===== src/rtl/fu_pkg.sv =====
// Shared types and constants for the functional-unit dispatch block.
package fu_pkg;

   localparam int DEF_WIDTH = 16;

   typedef enum logic [2:0] {
      ST_IDLE,
      ST_REQ,
      ST_WAIT_LOW,
      ST_WAIT_HIGH,
      ST_DONE
   } state_t;

   localparam logic [1:0] OP_NAND = 2'd0;
   localparam logic [1:0] OP_NOR  = 2'd1;
   localparam logic [1:0] OP_XOR  = 2'd2;
   localparam logic [1:0] OP_NOT  = 2'd3;

   localparam logic [1:0] UNIT_ALU = 2'd0;
   localparam logic [1:0] UNIT_LOG = 2'd1;
   localparam logic [1:0] UNIT_SHF = 2'd2;
   localparam logic [1:0] UNIT_MUL = 2'd3;

endpackage


===== src/rtl/fu_watchdog.sv =====
// Wait-phase watchdog: cleared by load, counts while count is high,
// flags expire in the cycle that would complete TIMEOUT waiting cycles.
module fu_watchdog #(
   parameter int TIMEOUT = 15
) (
   input  logic clk,
   input  logic rst,
   input  logic load,
   input  logic count,
   output logic expire
);

   localparam int CW = $clog2(TIMEOUT + 1);

   logic [CW-1:0] cnt;

   always_ff @(posedge clk) begin
      if (rst || load)
         cnt <= '0;
      else if (count)
         cnt <= cnt + 1'b1;
   end

   assign expire = count && (cnt == CW'(TIMEOUT - 1));

endmodule


===== src/rtl/fu_dispatch.sv =====
// Initiator for the cs/rdy/op_sub functional-unit handshake; all outputs registered.
// Optional watchdog enabled by defining DISPATCH_TIMEOUT_EN.
module fu_dispatch
   import fu_pkg::*;
#(
   parameter int WIDTH   = DEF_WIDTH,
   parameter int N_UNITS = 4,
   parameter int UNIT_W  = 2,
   parameter int TIMEOUT = 15
) (
   input  logic               clk,
   input  logic               rst,
   input  logic               start,
   input  logic [UNIT_W-1:0]  unit_sel,
   input  logic [1:0]         op_in,
   input  logic [WIDTH-1:0]   a_in,
   input  logic [WIDTH-1:0]   b_in,
   output logic               busy,
   output logic               done,
   output logic [WIDTH-1:0]   result,
   output logic               err,
   output logic [N_UNITS-1:0] cs,
   output logic [1:0]         op_sub,
   output logic [WIDTH-1:0]   A,
   output logic [WIDTH-1:0]   B,
   input  logic [N_UNITS-1:0] rdy,
   input  logic [WIDTH-1:0]   d_in
);

   state_t              state, state_n;
   logic [UNIT_W-1:0]   unit_q;
   logic [N_UNITS-1:0]  sel_onehot;
   logic                sel_ok;
   logic                rdy_sel;
   logic                capture;
   logic                err_n;

   // Loops keep out-of-range indices from ever touching the cs/rdy vectors.
   always_comb begin
      sel_onehot = '0;
      rdy_sel    = 1'b1;
      sel_ok     = 1'b0;
      for (int i = 0; i < N_UNITS; i++) begin
         if (unit_sel == UNIT_W'(i))
            sel_onehot[i] = 1'b1;
         if (unit_q == UNIT_W'(i)) begin
            rdy_sel = rdy[i];
            sel_ok  = 1'b1;
         end
      end
   end

`ifdef DISPATCH_TIMEOUT_EN
   logic wd_expire;

   fu_watchdog #(.TIMEOUT(TIMEOUT)) u_watchdog (
      .clk    (clk),
      .rst    (rst),
      .load   (state == ST_REQ),
      .count  ((state == ST_WAIT_LOW) || (state == ST_WAIT_HIGH)),
      .expire (wd_expire)
   );
`endif

   always_comb begin
      state_n = state;
      capture = 1'b0;
      err_n   = 1'b0;
      case (state)
         ST_IDLE:      if (start) state_n = ST_REQ;
         ST_REQ: begin
            if (sel_ok)
               state_n = ST_WAIT_LOW;
            else begin
`ifdef DISPATCH_TIMEOUT_EN
               state_n = ST_IDLE;
               err_n   = 1'b1;
`else
               state_n = ST_DONE;
`endif
            end
         end
         ST_WAIT_LOW:  if (!rdy_sel) state_n = ST_WAIT_HIGH;
         ST_WAIT_HIGH: begin
            if (rdy_sel) begin
               state_n = ST_DONE;
               capture = 1'b1;
            end
         end
         ST_DONE:      state_n = ST_IDLE;
         default:      state_n = ST_IDLE;
      endcase
`ifdef DISPATCH_TIMEOUT_EN
      // Expiry wins over a simultaneous rdy rise: the result is discarded.
      if (wd_expire) begin
         state_n = ST_IDLE;
         capture = 1'b0;
         err_n   = 1'b1;
      end
`endif
   end

   always_ff @(posedge clk) begin
      if (rst) begin
         state  <= ST_IDLE;
         unit_q <= '0;
         cs     <= '0;
         busy   <= 1'b0;
         done   <= 1'b0;
         err    <= 1'b0;
         result <= '0;
         op_sub <= '0;
         A      <= '0;
         B      <= '0;
      end else begin
         state <= state_n;
         busy  <= (state_n != ST_IDLE);
         done  <= (state_n == ST_DONE);
         err   <= err_n;
         cs    <= (state_n == ST_REQ) ? sel_onehot : '0;
         if (state == ST_IDLE && start) begin
            unit_q <= unit_sel;
            op_sub <= op_in;
            A      <= a_in;
            B      <= b_in;
         end
         if (capture)
            result <= d_in;
      end
   end

endmodule

===== config.mk =====
export PLATFORM = sky130hd
export DESIGN_NAME = fu_dispatch
export DESIGN_NICKNAME = d
export VERILOG_FILES = /design/src/rtl/fu_pkg.sv /design/src/rtl/fu_watchdog.sv /design/src/rtl/fu_dispatch.sv
export SDC_FILE = /design/constraint.sdc
export NUM_CORES = 1
export LEC_CHECK = 0
export BUFFER_PORTS_ARGS = -buffer_cell sky130_fd_sc_hd__buf_4
export CAP_MARGIN = 30
export CORE_MARGIN = 10
export CORE_UTILIZATION = 50
export CTS_BUF_LIST = sky130_fd_sc_hd__clkbuf_4
export DETAILED_ROUTE_END_ITERATION = 12
export GPL_TIMING_DRIVEN = 0
export HOLD_SLACK_MARGIN = 0.02
export PLACE_DENSITY_LB_ADDON = 0.15
export SYNTH_ARGS = -nofsm -noshare
export SYNTH_HDL_FRONTEND = slang
export SYNTH_HIERARCHICAL = 1
export SYNTH_SLANG_ARGS = --single-unit
export TNS_END_PERCENT = 30

===== constraint.sdc =====
create_clock -name clk -period 3.2 [get_ports clk]
set_input_delay 0.64 -clock clk [delete_from_list [all_inputs] [get_ports clk]]
set_output_delay 0.64 -clock clk [all_outputs]
set_load 0.01 [all_outputs]

==> impl_results.html, run 1 <==
<table>
<tr><th>Metric</th><th>Value</th></tr>
<tr><th colspan="2">STA</th></tr>
<tr><td>Worst slew margin relative to its limit</td><td>62.1%</td></tr>
<tr><td>Post-route fraction of the period consumed by the critical path</td><td>54.5%</td></tr>
<tr><td>Hold Fails Final Rpt</td><td>0</td></tr>
<tr><td>Shortest clock period the worst path allows after layout</td><td>1.74 ns</td></tr>
<tr><td>Final number of setup-violating endpoints</td><td>0</td></tr>
<tr><td>Final Slew Violations</td><td>0</td></tr>
<tr><td>Setup Skew</td><td>0.0149 ns</td></tr>
<tr><td>Setup repair after global routing missed its margin</td><td>false</td></tr>
<tr><td>Highest clock frequency the design can meet</td><td>573 MHz</td></tr>
<tr><td>Final setup TNS</td><td>0 ns</td></tr>
<tr><td>Tightest Pin Transition</td><td>0.566 ns</td></tr>
<tr><th colspan="2">Worst setup path</th></tr>
<tr><td>Required time worst endpoint</td><td>3.53 ns</td></tr>
<tr><td>Beginning of the worst register-to-register path</td><td>state[0]</td></tr>
<tr><td>Endpoint of the lowest-slack register-to-register path</td><td>B[0]</td></tr>
<tr><td>Setup crit start kind</td><td>flip-flop</td></tr>
<tr><td>Biggest fanout along the worst timing path</td><td>10</td></tr>
<tr><td>Setup crit end kind</td><td>flip-flop</td></tr>
<tr><td>Register-to-register setup slack</td><td>1.46 ns</td></tr>
<tr><td>Crit path arrival time</td><td>2.07 ns</td></tr>
<tr><td>Classification of the worst setup path</td><td>reg2reg</td></tr>
<tr><td>Depth of the most critical reg-to-reg path</td><td>4</td></tr>
<tr><th colspan="2">Synth</th></tr>
<tr><td>Synthesized area per cell</td><td>9.06 sq um</td></tr>
<tr><td>Post-Synthesis Net Count</td><td>313</td></tr>
<tr><td>Leading post-synthesis cells by cell area</td><td>dfxtp_1 (53%), nand2_1 (12%), nand2b_1 (8.7%)</td></tr>
<tr><td>Area of the mapped netlist</td><td>0.00230 sq mm</td></tr>
<tr><td>Main flop type after synthesis</td><td>dfxtp_1</td></tr>
<tr><td>Top cells by count, synth</td><td>nand2_1 (73), dfxtp_1 (61), a21oi_1 (36)</td></tr>
<tr><td>Cell type with the highest aggregate area in the netlist</td><td>dfxtp_1</td></tr>
<tr><td>Most frequent cell after synthesis</td><td>nand2_1</td></tr>
<tr><td>Share of async-settable or async-resettable flops after synthesis</td><td>0%</td></tr>
<tr><td>Fraction of post-synthesis cell area in the top cell type by area</td><td>53.1%</td></tr>
<tr><td>EDFF count, synth</td><td>0</td></tr>
<tr><td>FF+latch count, synth</td><td>61</td></tr>
<tr><td>Unique masters post-synth</td><td>23</td></tr>
<tr><td>Synthesized instance count</td><td>254</td></tr>
<tr><td>Share of synthesized area occupied by flip-flops and latches</td><td>53.1%</td></tr>
<tr><td>Total number of yosys warnings</td><td>6</td></tr>
<tr><th colspan="2">Clock network</th></tr>
<tr><td>CTS HTree Levels</td><td>3</td></tr>
<tr><td>Number of buffers added for setup after CTS</td><td>0</td></tr>
<tr><td>Cell chosen for the clock root</td><td>clkbuf_4</td></tr>
<tr><td>TritonCTS clock tree</td><td>done</td></tr>
<tr><td>Number of gates given a new drive strength after cts</td><td>0</td></tr>
<tr><td>Number of hold-repair buffers added at the cts stage</td><td>0</td></tr>
<tr><td>Cts bufs inserted</td><td>9</td></tr>
<tr><td>Clock Tree Buf Depth</td><td>2</td></tr>
<tr><td>Clock latency of the later-clocked register in the worst-skew pair</td><td>0.41 ns</td></tr>
<tr><td>Count of clock tree sinks</td><td>61</td></tr>
<tr><td>Register clock-pin slew on the reported worst setup and hold paths</td><td>0.10 ns</td></tr>
<tr><th colspan="2">Hold path</th></tr>
<tr><td>Endpoint of the worst hold path</td><td>cs[1]</td></tr>
<tr><td>Hold_sp</td><td>unit_sel[1]</td></tr>
<tr><td>Worst min path class</td><td>in2reg</td></tr>
<tr><td>Hold path depth</td><td>2</td></tr>
<tr><th colspan="2">Power</th></tr>
<tr><td>Switching component of the power</td><td>433 uW</td></tr>
<tr><td>Combinational share of power</td><td>16.9%</td></tr>
<tr><td>Areal power density over the cells</td><td>506 mW/mm^2</td></tr>
<tr><td>Clock power share</td><td>34.5%</td></tr>
<tr><td>Maximum VDD drop</td><td>0.000391 V</td></tr>
<tr><td>Cell internal power dissipation</td><td>1270 uW</td></tr>
<tr><td>Final Total Pwr</td><td>1700 uW</td></tr>
<tr><td>Power share of the sequential group</td><td>48.6%</td></tr>
<tr><td>Standby leakage power</td><td>0.00148 uW</td></tr>
<tr><td>Sw Share</td><td>25.5%</td></tr>
<tr><th colspan="2">Job</th></tr>
<tr><td>Max cap viols</td><td>0</td></tr>
<tr><th colspan="2">Route</th></tr>
<tr><td>Wirelength per Cell</td><td>14.7 um</td></tr>
<tr><td>Number of remaining DRC errors</td><td>0</td></tr>
<tr><td>Via count</td><td>2,117</td></tr>
<tr><td>Via density per instance</td><td>4.87</td></tr>
<tr><td>Routed Wire Length</td><td>6410 um</td></tr>
<tr><td>Starting DRT DRC Count</td><td>64</td></tr>
<tr><td>Iteration count of the initial detailed-routing pass</td><td>4</td></tr>
<tr><td>Residual antenna-violating net count after detailed routing</td><td>0</td></tr>
<tr><th colspan="2">Die</th></tr>
<tr><td>Floorplan die width</td><td>87.8 um</td></tr>
<tr><td>Initial Util</td><td>52.1%</td></tr>
<tr><td>Number of placement rows</td><td>24</td></tr>
<tr><td>Io pins</td><td>116</td></tr>
<tr><td>Die H</td><td>87.8 um</td></tr>
<tr><td>Core area</td><td>0.00441 sq mm</td></tr>
<tr><td>Floorplan die area</td><td>0.00771 sq mm</td></tr>
<tr><th colspan="2">Layout</th></tr>
<tr><td>Final core area utilization</td><td>76.3%</td></tr>
<tr><td>Post-route cell area</td><td>0.00337 sq mm</td></tr>
<tr><td>Layout Area Growth over Synthesis</td><td>46.3%</td></tr>
<tr><td>Fin nets</td><td>437</td></tr>
<tr><td>Number of non-filler instances in the completed layout</td><td>435</td></tr>
<tr><td>Number of antenna repair diodes</td><td>0</td></tr>
<tr><td>Fraction of final layout cells with drive strength greater than 1</td><td>35.5%</td></tr>
<tr><th colspan="2">Global routing</th></tr>
<tr><td>GRT Total Usage</td><td>16.6%</td></tr>
<tr><td>Number of global-route vias before repair</td><td>2,128</td></tr>
<tr><td>Residual overflow from global routing</td><td>0</td></tr>
<tr><td>Maximum number of pins on one net before global-route repair</td><td>11</td></tr>
<tr><td>Antenna violations before repair</td><td>0</td></tr>
<tr><td>Wire length of the first global-routing pass</td><td>10,000 um</td></tr>
<tr><th colspan="2">Place</th></tr>
<tr><td>Total of buffers placed on input and output ports</td><td>113</td></tr>
<tr><td>Number of placed instances, taps included</td><td>419</td></tr>
<tr><td>Global placer's final weighted congestion</td><td>0.714</td></tr>
<tr><td>Post-detailed-placement cell area</td><td>0.00321 sq mm</td></tr>
<tr><td>Final HPWL DP</td><td>4980 um</td></tr>
<tr><th colspan="2">Status</th></tr>
<tr><td>Status</td><td>complete, no violations</td></tr>
</table>
final cells by class:
| class | instances | area, sq um |
|---|---|---|
| well taps | 52 | 65.1 |
| clock buffers | 10 | 75.1 |
| plain buffers | 20 | 111 |
| repair buffers | 113 | 848 |
| flip-flops and latches | 61 | 1220 |
| multi-input cells | 173 | 968 |
| clock inverters | 6 | 77.6 |
| fillers | 343 | 1050 |
how the worst max path moves through the flow:
| stage | startpoint | end | depth (start not counted) |
|---|---|---|---|
| floorplan | rdy[3] | result[10] | 5 |
| CTS | state[0] | B[0] | 4 |
| detailed placement | rdy[3] | result[10] | 6 |
| global route | state[0] | A[12] | 4 |
| global placement | rdy[3] | result[11] | 6 |
| finish | state[0] | B[0] | 4 |
sequential cells by signal, summed over array words and instances, names as in the netlist:
name    flops
B          16
cs          4
A          16
unit_q      2
state       3
busy        1
result     16
done        1
op_sub      2
critical path, stage by stage, from the launching register on:
cell and delay, ns:
dfxtp_1 0.40, nor4b_4 0.59, clkbuf_1 0.43, nand2_1 0.11
a21oi_1 0.13
logic make-up after synthesis:
logic type	share of synthesized area, %
other cells	0.163
mux	7.94
buf+inv	4.84
simple gates	25.0
compound gates	8.97
flops	53.1
cell usage in the layout (no fill, tap or decap), drive strengths merged:
cell type / instances
buf: 118
nand2: 73
dfxtp: 61
a21oi: 36
nand2b: 32
clkbuf: 25
mux2i: 16
clkinv: 4
nor4b: 3
and4b: 2
and4: 2
bufinv: 2
or4b: 1
mux4: 1
nor2: 1
o21ai: 1
a31oi: 1
o22ai: 1
o31a: 1
nor4: 1
conb: 1
power groups by stage:
stage	clock, uW	sequential (uW)	combinational [uW]
2_1_floorplan	0	862	120
3_3_place_gp	0	843	285
3_5_place_dp	0	845	291
4_1_cts	594	828	292
5_1_grt	636	833	319
6_report	588	827	287
stage by stage:
stage | worst slack, ns | hold slack [ns]
detailed placement | 1.18 | 0.447
global placement | 1.19 | 0.442
global route | 1.28 | 0.391
floorplan | 1.38 | 0.441
finish | 1.46 | 0.423
CTS | 1.44 | 0.413
per-layer routing:
layer	vias to the layer above	GRT usage (%)	wire [um]
li1	1082	-	-
met1	948	17.1	2440
met2	73	27.0	3050
met3	14	10.3	815
met4	0	6.09	105
met5	-	0	0
(Power assumes the default switching activity.)
==> run 2, diff against run 1 <==
- CORE_UTILIZATION: 50 -> 47
- clock period: 3.2 -> 1.7 ns (I/O delays scaled with it)
==> impl_results.html, run 2 (same netlist as run 1, synthesis figures left out) <==
<table>
<tr><th>Metric</th><th>Value</th></tr>
<tr><th colspan="2">Worst setup path</th></tr>
<tr><td>Setup crit end kind</td><td>flip-flop (unchanged)</td></tr>
<tr><td>Required time worst endpoint</td><td>1.96 ns (was 3.53 ns)</td></tr>
<tr><td>Delay contributed by the slowest stage of the critical path</td><td>0.56 ns (was 0.59 ns)</td></tr>
<tr><td>Register-to-register setup slack</td><td>0.03 ns (was 1.46 ns)</td></tr>
<tr><td>Classification of the worst setup path</td><td>reg2reg (unchanged)</td></tr>
<tr><td>Crit path arrival time</td><td>1.93 ns (was 2.07 ns)</td></tr>
<tr><td>Depth of the most critical reg-to-reg path</td><td>5 (was 4)</td></tr>
<tr><td>CP Cell Sequence</td><td>mux4_2 &gt; and4b_1 &gt; buf_6 &gt; buf_12 &gt; mux2i_1 (was nor4b_4 &gt; clkbuf_1 &gt; nand2_1 &gt; a21oi_1)</td></tr>
<tr><td>Standard cell with the maximum stage delay on the critical path</td><td>mux4_2 (was nor4b_4)</td></tr>
<tr><td>Setup crit start kind</td><td>flip-flop (unchanged)</td></tr>
<tr><td>Biggest fanout along the worst timing path</td><td>10 (unchanged)</td></tr>
<tr><th colspan="2">STA</th></tr>
<tr><td>Highest clock frequency the design can meet</td><td>599 MHz (was 573 MHz)</td></tr>
<tr><td>Hold Fails Final Rpt</td><td>0 (unchanged)</td></tr>
<tr><td>Post-route fraction of the period consumed by the critical path</td><td>98.2% (was 54.5%)</td></tr>
<tr><td>Shortest clock period the worst path allows after layout</td><td>1.67 ns (was 1.74 ns)</td></tr>
<tr><td>Setup repair after global routing missed its margin</td><td>true (was false)</td></tr>
<tr><td>Worst setup margin</td><td>0.0306 ns (was 1.46 ns)</td></tr>
<tr><td>Final number of setup-violating endpoints</td><td>0 (unchanged)</td></tr>
<tr><td>Setup Skew</td><td>0.00651 ns (was 0.0149 ns)</td></tr>
<tr><td>Final Slew Violations</td><td>0 (unchanged)</td></tr>
<tr><th colspan="2">Power</th></tr>
<tr><td>Switching component of the power</td><td>787 uW (was 433 uW)</td></tr>
<tr><td>Areal power density over the cells</td><td>876 mW/mm^2 (was 506 mW/mm^2)</td></tr>
<tr><td>Combinational share of power</td><td>18.7% (was 16.9%)</td></tr>
<tr><td>Cell internal power dissipation</td><td>2150 uW (was 1270 uW)</td></tr>
<tr><td>Sw Share</td><td>26.8% (was 25.5%)</td></tr>
<tr><td>Standby leakage power</td><td>0.00148 uW (about the same)</td></tr>
<tr><td>Power share of the sequential group</td><td>53.1% (was 48.6%)</td></tr>
<tr><td>Maximum VDD drop</td><td>0.000679 V (was 0.000391 V)</td></tr>
<tr><td>Clock power share</td><td>28.2% (was 34.5%)</td></tr>
<tr><th colspan="2">Clock network</th></tr>
<tr><td>Cts bufs inserted</td><td>9 (unchanged)</td></tr>
<tr><td>Register clock-pin slew on the reported worst setup and hold paths</td><td>0.09 ns (was 0.10 ns)</td></tr>
<tr><td>Count of clock tree sinks</td><td>61 (unchanged)</td></tr>
<tr><td>Cell chosen for the clock root</td><td>clkbuf_4 (unchanged)</td></tr>
<tr><td>TritonCTS clock tree</td><td>done (unchanged)</td></tr>
<tr><td>Clock Tree Buf Depth</td><td>2 (unchanged)</td></tr>
<tr><td>Clock latency of the later-clocked register in the worst-skew pair</td><td>0.38 ns (was 0.41 ns)</td></tr>
<tr><td>CTS HTree Levels</td><td>3 (unchanged)</td></tr>
<tr><th colspan="2">Layout</th></tr>
<tr><td>Final core area utilization</td><td>71.1% (was 76.3%)</td></tr>
<tr><td>Commonest cells after routing, fill and taps aside</td><td>buf_4 (115), nand2_1 (73), dfxtp_1 (59), a21oi_1 (36), nand2b_1 (32) (was buf_4 (114), nand2_1 (73), dfxtp_1 (61), a21oi_1 (36), nand2b_1 (32))</td></tr>
<tr><td>Fin nets</td><td>438 (was 437)</td></tr>
<tr><td>Total area of multi-input combinational cells</td><td>968 sq um (unchanged)</td></tr>
<tr><td>Number of antenna repair diodes</td><td>0 (unchanged)</td></tr>
<tr><td>Largest registers</td><td>A: 16 flops, B: 16 flops, result: 16 flops (unchanged)</td></tr>
<tr><td>Area taken by flip-flops and latches</td><td>0.00122 sq mm (about the same)</td></tr>
<tr><td>Fill cell instance count of the final layout</td><td>376 (was 343)</td></tr>
<tr><td>Layout Area Growth over Synthesis</td><td>45.9% (was 46.3%)</td></tr>
<tr><td>Fraction of final layout cells with drive strength greater than 1</td><td>37.0% (was 35.5%)</td></tr>
<tr><td>Post-route cell area</td><td>0.00336 sq mm (was 0.00337 sq mm)</td></tr>
<tr><td>Commonest non-fill, non-tap cell in the layout</td><td>buf_4 (unchanged)</td></tr>
<tr><th colspan="2">Die</th></tr>
<tr><td>Number of placement rows</td><td>25 (was 24)</td></tr>
<tr><td>Floorplan die area</td><td>0.00809 sq mm (was 0.00771 sq mm)</td></tr>
<tr><td>Die H</td><td>90.0 um (was 87.8 um)</td></tr>
<tr><td>Core area</td><td>0.00472 sq mm (was 0.00441 sq mm)</td></tr>
<tr><td>Io pins</td><td>116 (unchanged)</td></tr>
<tr><td>Floorplan die width</td><td>90.0 um (was 87.8 um)</td></tr>
<tr><td>Initial Util</td><td>48.7% (was 52.1%)</td></tr>
<tr><th colspan="2">Hold path</th></tr>
<tr><td>Worst min path class</td><td>in2reg (unchanged)</td></tr>
<tr><td>Hold path depth</td><td>2 (unchanged)</td></tr>
<tr><th colspan="2">Route</th></tr>
<tr><td>Number of remaining DRC errors</td><td>0 (unchanged)</td></tr>
<tr><td>Iteration count of the initial detailed-routing pass</td><td>4 (unchanged)</td></tr>
<tr><td>Via count</td><td>2,144 (was 2,117)</td></tr>
<tr><td>Residual antenna-violating net count after detailed routing</td><td>0 (unchanged)</td></tr>
<tr><td>Via density per instance</td><td>4.75 (was 4.87)</td></tr>
<tr><td>Routed Wire Length</td><td>6640 um (was 6410 um)</td></tr>
<tr><td>Starting DRT DRC Count</td><td>82 (was 64)</td></tr>
<tr><td>Wirelength per Cell</td><td>14.7 um (about the same)</td></tr>
<tr><th colspan="2">Global routing</th></tr>
<tr><td>Met2 Usage GRT</td><td>25.7% (was 27.0%)</td></tr>
<tr><td>Met3 layer usage reported by global route</td><td>7.65% (was 10.3%)</td></tr>
<tr><td>Antenna violations before repair</td><td>0 (unchanged)</td></tr>
<tr><td>Met1 capacity usage during global routing</td><td>17.1% (about the same)</td></tr>
<tr><td>Maximum number of pins on one net before global-route repair</td><td>11 (unchanged)</td></tr>
<tr><td>Busiest metal layer after global routing</td><td>met2 (unchanged)</td></tr>
<tr><td>GRT Total Usage</td><td>15.7% (was 16.6%)</td></tr>
<tr><td>Residual overflow from global routing</td><td>0 (unchanged)</td></tr>
<tr><td>Number of global-route vias before repair</td><td>2,147 (was 2,128)</td></tr>
<tr><td>Wire length of the first global-routing pass</td><td>10,400 um (was 10,000 um)</td></tr>
<tr><th colspan="2">Place</th></tr>
<tr><td>Total of buffers placed on input and output ports</td><td>113 (unchanged)</td></tr>
<tr><td>Final HPWL DP</td><td>5140 um (was 4980 um)</td></tr>
<tr><td>Placement-stage worst setup slack</td><td>-0.0566 ns (was 1.18 ns)</td></tr>
<tr><td>Post-detailed-placement cell area</td><td>0.00323 sq mm (was 0.00321 sq mm)</td></tr>
<tr><td>Global placer's final weighted congestion</td><td>0.689 (was 0.714)</td></tr>
<tr><th colspan="2">Job</th></tr>
<tr><td>Max cap viols</td><td>0 (unchanged)</td></tr>
<tr><th colspan="2">Status</th></tr>
<tr><td>Status</td><td>complete, no violations (unchanged)</td></tr>
</table>
run 2: metrics by stage:
stage	hold WS, ns	power [uW]	cells	setup TNS [ns]
final	0.157	2940	451	0
after global routing	0.132	3090	451	-0.251
after CTS	0.129	2960	451	0
after detailed placement	0.447	2140	434	-0.892
after global placement	0.442	2120	434	-0.0308
after floorplan	0.417	1850	254	0
run 2: area by class of cell:
class	count	area share, %
clock inverters	3	0.373
repair buffers	114	25.5
well taps	67	2.50
multi-input cells	173	28.8
flip-flops and latches	61	36.5
clock buffers	13	2.91
plain buffers	20	3.43
run 2: repair_timing:
action / CTS / global route
gates resized for setup: 1 / 9
setup endpoints to repair: 28 / 39
setup buffers: 1 / 0
hold buffers: 0 / 0
run 2: critical path: cells and delay by family (launching register included):
family	cells	cell delay, ns
and+or+nand+nor	1	0.21
muxes	2	0.68
buffers and inverters	2	0.29
DFF	1	0.36
run 2: power groups by stage:
stage               sequential [uW]  clock (uW)  combinational (uW)
CTS                            1560         849                 553
global placement               1590           0                 537
detailed placement             1590           0                 547
global route                   1570         915                 608
finish                         1560         829                 550
floorplan                      1620           0                 226
run 2: final timing paths:
path	startpoint	to
hold / removal	unit_sel[1]	cs[1]
hold reg to reg	op_sub[1]	op_sub[1]
setup reg to reg	unit_q[0]	result[11]
setup / recovery	unit_q[0]	result[11]
run 2: routing by layer:
metal	part of all wire [%]	wire length (um)	vias to the layer above
met4	1.2	80	0
met5	0	0	-
met3	10	692	10
li1	-	-	1084
met1	39	2590	964
met2	49	3270	86
==> run 3, diff against run 2 <==
==> constraint.sdc (replaced) <==
create_clock -name clk -period 1.7 [get_ports clk]
set_input_delay 0 -clock clk [delete_from_list [all_inputs] [get_ports clk]]
set_output_delay 0 -clock clk [all_outputs]
set_load 0.01 [all_outputs]
==> impl_results.html, run 3 (same netlist as run 1, synthesis figures left out) <==
<table>
<tr><th>Metric</th><th>Value</th></tr>
<tr><th colspan="2">Status</th></tr>
<tr><td>Status</td><td>complete, no violations (unchanged)</td></tr>
<tr><th colspan="2">Layout</th></tr>
<tr><td>Final core area utilization</td><td>82.6% (was 71.1%)</td></tr>
<tr><td>Number of antenna repair diodes</td><td>0 (unchanged)</td></tr>
<tr><td>Commonest cells after routing, fill and taps aside</td><td>buf_4 (115), nand2_1 (73), dfxtp_1 (59), dlygate4sd3_1 (53), a21oi_1 (36) (was buf_4 (115), nand2_1 (73), dfxtp_1 (59), a21oi_1 (36), nand2b_1 (32))</td></tr>
<tr><td>Commonest non-fill, non-tap cell in the layout</td><td>buf_4 (unchanged)</td></tr>
<tr><td>Fin nets</td><td>491 (was 438)</td></tr>
<tr><td>Area taken by flip-flops and latches</td><td>0.00122 sq mm (unchanged)</td></tr>
<tr><td>Fraction of final layout cells with drive strength greater than 1</td><td>33.4% (was 37.0%)</td></tr>
<tr><td>Total area of multi-input combinational cells</td><td>981 sq um (was 968 sq um)</td></tr>
<tr><td>Fill cell instance count of the final layout</td><td>286 (was 376)</td></tr>
<tr><td>Layout Area Growth over Synthesis</td><td>69.6% (was 45.9%)</td></tr>
<tr><td>Largest registers</td><td>A: 16 flops, B: 16 flops, result: 16 flops (unchanged)</td></tr>
<tr><th colspan="2">Worst setup path</th></tr>
<tr><td>Register-to-register setup slack</td><td>0.03 ns (about the same)</td></tr>
<tr><td>Setup crit start kind</td><td>flip-flop (unchanged)</td></tr>
<tr><td>Classification of the worst setup path</td><td>reg2reg (unchanged)</td></tr>
<tr><td>Endpoint of the lowest-slack register-to-register path</td><td>result[12] (was result[11])</td></tr>
<tr><td>Crit path arrival time</td><td>1.93 ns (about the same)</td></tr>
<tr><td>Required time worst endpoint</td><td>1.97 ns (was 1.96 ns)</td></tr>
<tr><td>Biggest fanout along the worst timing path</td><td>10 (unchanged)</td></tr>
<tr><td>Beginning of the worst register-to-register path</td><td>unit_q[0] (unchanged)</td></tr>
<tr><td>Worst Setup EP</td><td>result[12] (was result[11])</td></tr>
<tr><td>Setup crit end kind</td><td>flip-flop (unchanged)</td></tr>
<tr><td>Depth of the most critical reg-to-reg path</td><td>5 (unchanged)</td></tr>
<tr><td>CP Launch Point</td><td>unit_q[0] (unchanged)</td></tr>
<tr><th colspan="2">Route</th></tr>
<tr><td>M1 wire length</td><td>3160 um (was 2590 um)</td></tr>
<tr><td>Residual antenna-violating net count after detailed routing</td><td>0 (unchanged)</td></tr>
<tr><td>Via count</td><td>2,448 (was 2,144)</td></tr>
<tr><td>Routed wl met3</td><td>646 um (was 692 um)</td></tr>
<tr><td>Routed Wire Length</td><td>8220 um (was 6640 um)</td></tr>
<tr><td>Iteration count of the initial detailed-routing pass</td><td>4 (unchanged)</td></tr>
<tr><td>Uppermost routed layer</td><td>met4 (unchanged)</td></tr>
<tr><td>Wirelength per Cell</td><td>16.3 um (was 14.7 um)</td></tr>
<tr><td>Via density per instance</td><td>4.86 (was 4.75)</td></tr>
<tr><td>Total length of routed met2 wires</td><td>4280 um (was 3270 um)</td></tr>
<tr><td>Number of remaining DRC errors</td><td>0 (unchanged)</td></tr>
<tr><td>Starting DRT DRC Count</td><td>116 (was 82)</td></tr>
<tr><th colspan="2">Place</th></tr>
<tr><td>Global placer's final weighted congestion</td><td>0.689 (unchanged)</td></tr>
<tr><td>Final HPWL DP</td><td>5140 um (unchanged)</td></tr>
<tr><td>Placement-stage worst setup slack</td><td>-0.0399 ns (was -0.0566 ns)</td></tr>
<tr><td>Total of buffers placed on input and output ports</td><td>113 (unchanged)</td></tr>
<tr><th colspan="2">STA</th></tr>
<tr><td>Worst slew margin relative to its limit</td><td>65.4%</td></tr>
<tr><td>Setup Skew</td><td>0.00968 ns (was 0.00651 ns)</td></tr>
<tr><td>Highest clock frequency the design can meet</td><td>600 MHz (was 599 MHz)</td></tr>
<tr><td>Final number of setup-violating endpoints</td><td>0 (unchanged)</td></tr>
<tr><td>Worst setup margin</td><td>0.0341 ns (was 0.0306 ns)</td></tr>
<tr><td>Post-route fraction of the period consumed by the critical path</td><td>98.0% (was 98.2%)</td></tr>
<tr><td>Final Slew Violations</td><td>0 (unchanged)</td></tr>
<tr><td>Hold Fails Final Rpt</td><td>0 (unchanged)</td></tr>
<tr><td>Shortest clock period the worst path allows after layout</td><td>1.67 ns (about the same)</td></tr>
<tr><td>Setup repair after global routing missed its margin</td><td>true (unchanged)</td></tr>
<tr><td>Tightest Pin Transition</td><td>0.520 ns</td></tr>
<tr><th colspan="2">Global routing</th></tr>
<tr><td>Number of global-route vias before repair</td><td>2,573 (was 2,147)</td></tr>
<tr><td>Residual overflow from global routing</td><td>0 (unchanged)</td></tr>
<tr><td>Antenna violations before repair</td><td>0 (unchanged)</td></tr>
<tr><td>GRT Total Usage</td><td>19.5% (was 15.7%)</td></tr>
<tr><td>Wire length of the first global-routing pass</td><td>13,000 um (was 10,400 um)</td></tr>
<tr><td>Maximum number of pins on one net before global-route repair</td><td>11 (unchanged)</td></tr>
<tr><th colspan="2">Job</th></tr>
<tr><td>Max cap viols</td><td>0 (unchanged)</td></tr>
<tr><th colspan="2">Die</th></tr>
<tr><td>Core area</td><td>0.00472 sq mm (unchanged)</td></tr>
<tr><td>Io pins</td><td>116 (unchanged)</td></tr>
<tr><td>Floorplan die width</td><td>90.0 um (unchanged)</td></tr>
<tr><td>Number of placement rows</td><td>25 (unchanged)</td></tr>
<tr><td>Floorplan die area</td><td>0.00809 sq mm (unchanged)</td></tr>
<tr><td>Die H</td><td>90.0 um (unchanged)</td></tr>
<tr><td>Initial Util</td><td>48.7% (unchanged)</td></tr>
<tr><th colspan="2">Clock network</th></tr>
<tr><td>Register clock-pin slew on the reported worst setup and hold paths</td><td>0.09 ns (about the same)</td></tr>
<tr><td>Cell chosen for the clock root</td><td>clkbuf_4 (unchanged)</td></tr>
<tr><td>Clock Tree Buf Depth</td><td>2 (unchanged)</td></tr>
<tr><td>TritonCTS clock tree</td><td>done (unchanged)</td></tr>
<tr><td>Count of clock tree sinks</td><td>61 (unchanged)</td></tr>
<tr><td>Clock latency of the later-clocked register in the worst-skew pair</td><td>0.39 ns (was 0.38 ns)</td></tr>
<tr><td>Cts bufs inserted</td><td>9 (unchanged)</td></tr>
<tr><td>CTS HTree Levels</td><td>3 (unchanged)</td></tr>
<tr><th colspan="2">Power</th></tr>
<tr><td>Standby leakage power</td><td>0.00171 uW (was 0.00148 uW)</td></tr>
<tr><td>Final Total Pwr</td><td>3090 uW (was 2940 uW)</td></tr>
<tr><td>Areal power density over the cells</td><td>791 mW/mm^2 (was 876 mW/mm^2)</td></tr>
<tr><td>Maximum VDD drop</td><td>0.000713 V (was 0.000679 V)</td></tr>
<tr><th colspan="2">Hold path</th></tr>
<tr><td>Worst min path class</td><td>in2reg (unchanged)</td></tr>
</table>
-- run 3: cell count changes in the layout (fill, tap and decap cells not counted), sizes merged --
cell,previous run,this run
dlygate4sd3,0,53
buf,121,122
clkbuf,26,25
-- run 3: stage by stage --
stage | cells | hold slack [ns] | setup TNS (ns) | instance area, sq um
final | 504 | 0.0950 | 0 | 3900
after global placement | 434 | 0.203 | 0 | 3230
after detailed placement | 434 | 0.205 | -0.167 | 3230
after floorplan | 254 | 0.0767 | 0 | 2300
after global routing | 504 | 0.101 | -0.224 | 3900
after CTS | 504 | 0.0843 | 0 | 3880
-- run 3: worst min path at each step --
stage	to	startpoint	depth (start not counted)
floorplan	cs[1]	unit_sel[1]	1
detailed placement	cs[1]	unit_sel[1]	2
global placement	cs[1]	unit_sel[1]	2
finish	state[0]	rdy[3]	3
global route	state[0]	rdy[3]	3
CTS	state[0]	rdy[3]	3
-- run 3: repair_timing --
item | CTS | global route
buffers inserted | 1 | 0
endpoints found under the setup margin | 28 | 40
endpoints found under the hold margin | 57 | 0
hold buffers | 53 | 0
resized for setup | 1 | 16
-- run 3: metal layers --
layer / track usage [%] / vias up
met4: 7.56 / 0
met1: 20.7 / 1143
li1: - / 1193
met5: 0 / -
met3: 6.98 / 12
met2: 34.4 / 100
-- run 3: final cells by class --
class                           count  share of cell area, %
Buffer                             20                   3.01
Clock buffer                       13                   2.50
Clock inverter                      3                  0.321
Multi-Input combinational cell    173                   25.1
Sequential cell                    61                   31.4
Tap cell                           67                   2.15
Timing Repair Buffer              167                   35.5
-- run 3: worst max-delay path, cell delays in order (launching register included) --
cell and delay, ns:
dfxtp_2 0.36, mux4_2 0.56, and4b_1 0.21, buf_6 0.15, buf_12 0.15, mux2i_1 0.12
-- run 3: power by group --
group          total [uW]  internal (uW)  switching [uW]
Clock                 843            357             486
Sequential           1570           1510            52.0
Combinational         677            365             312
Total                3090           2240             850
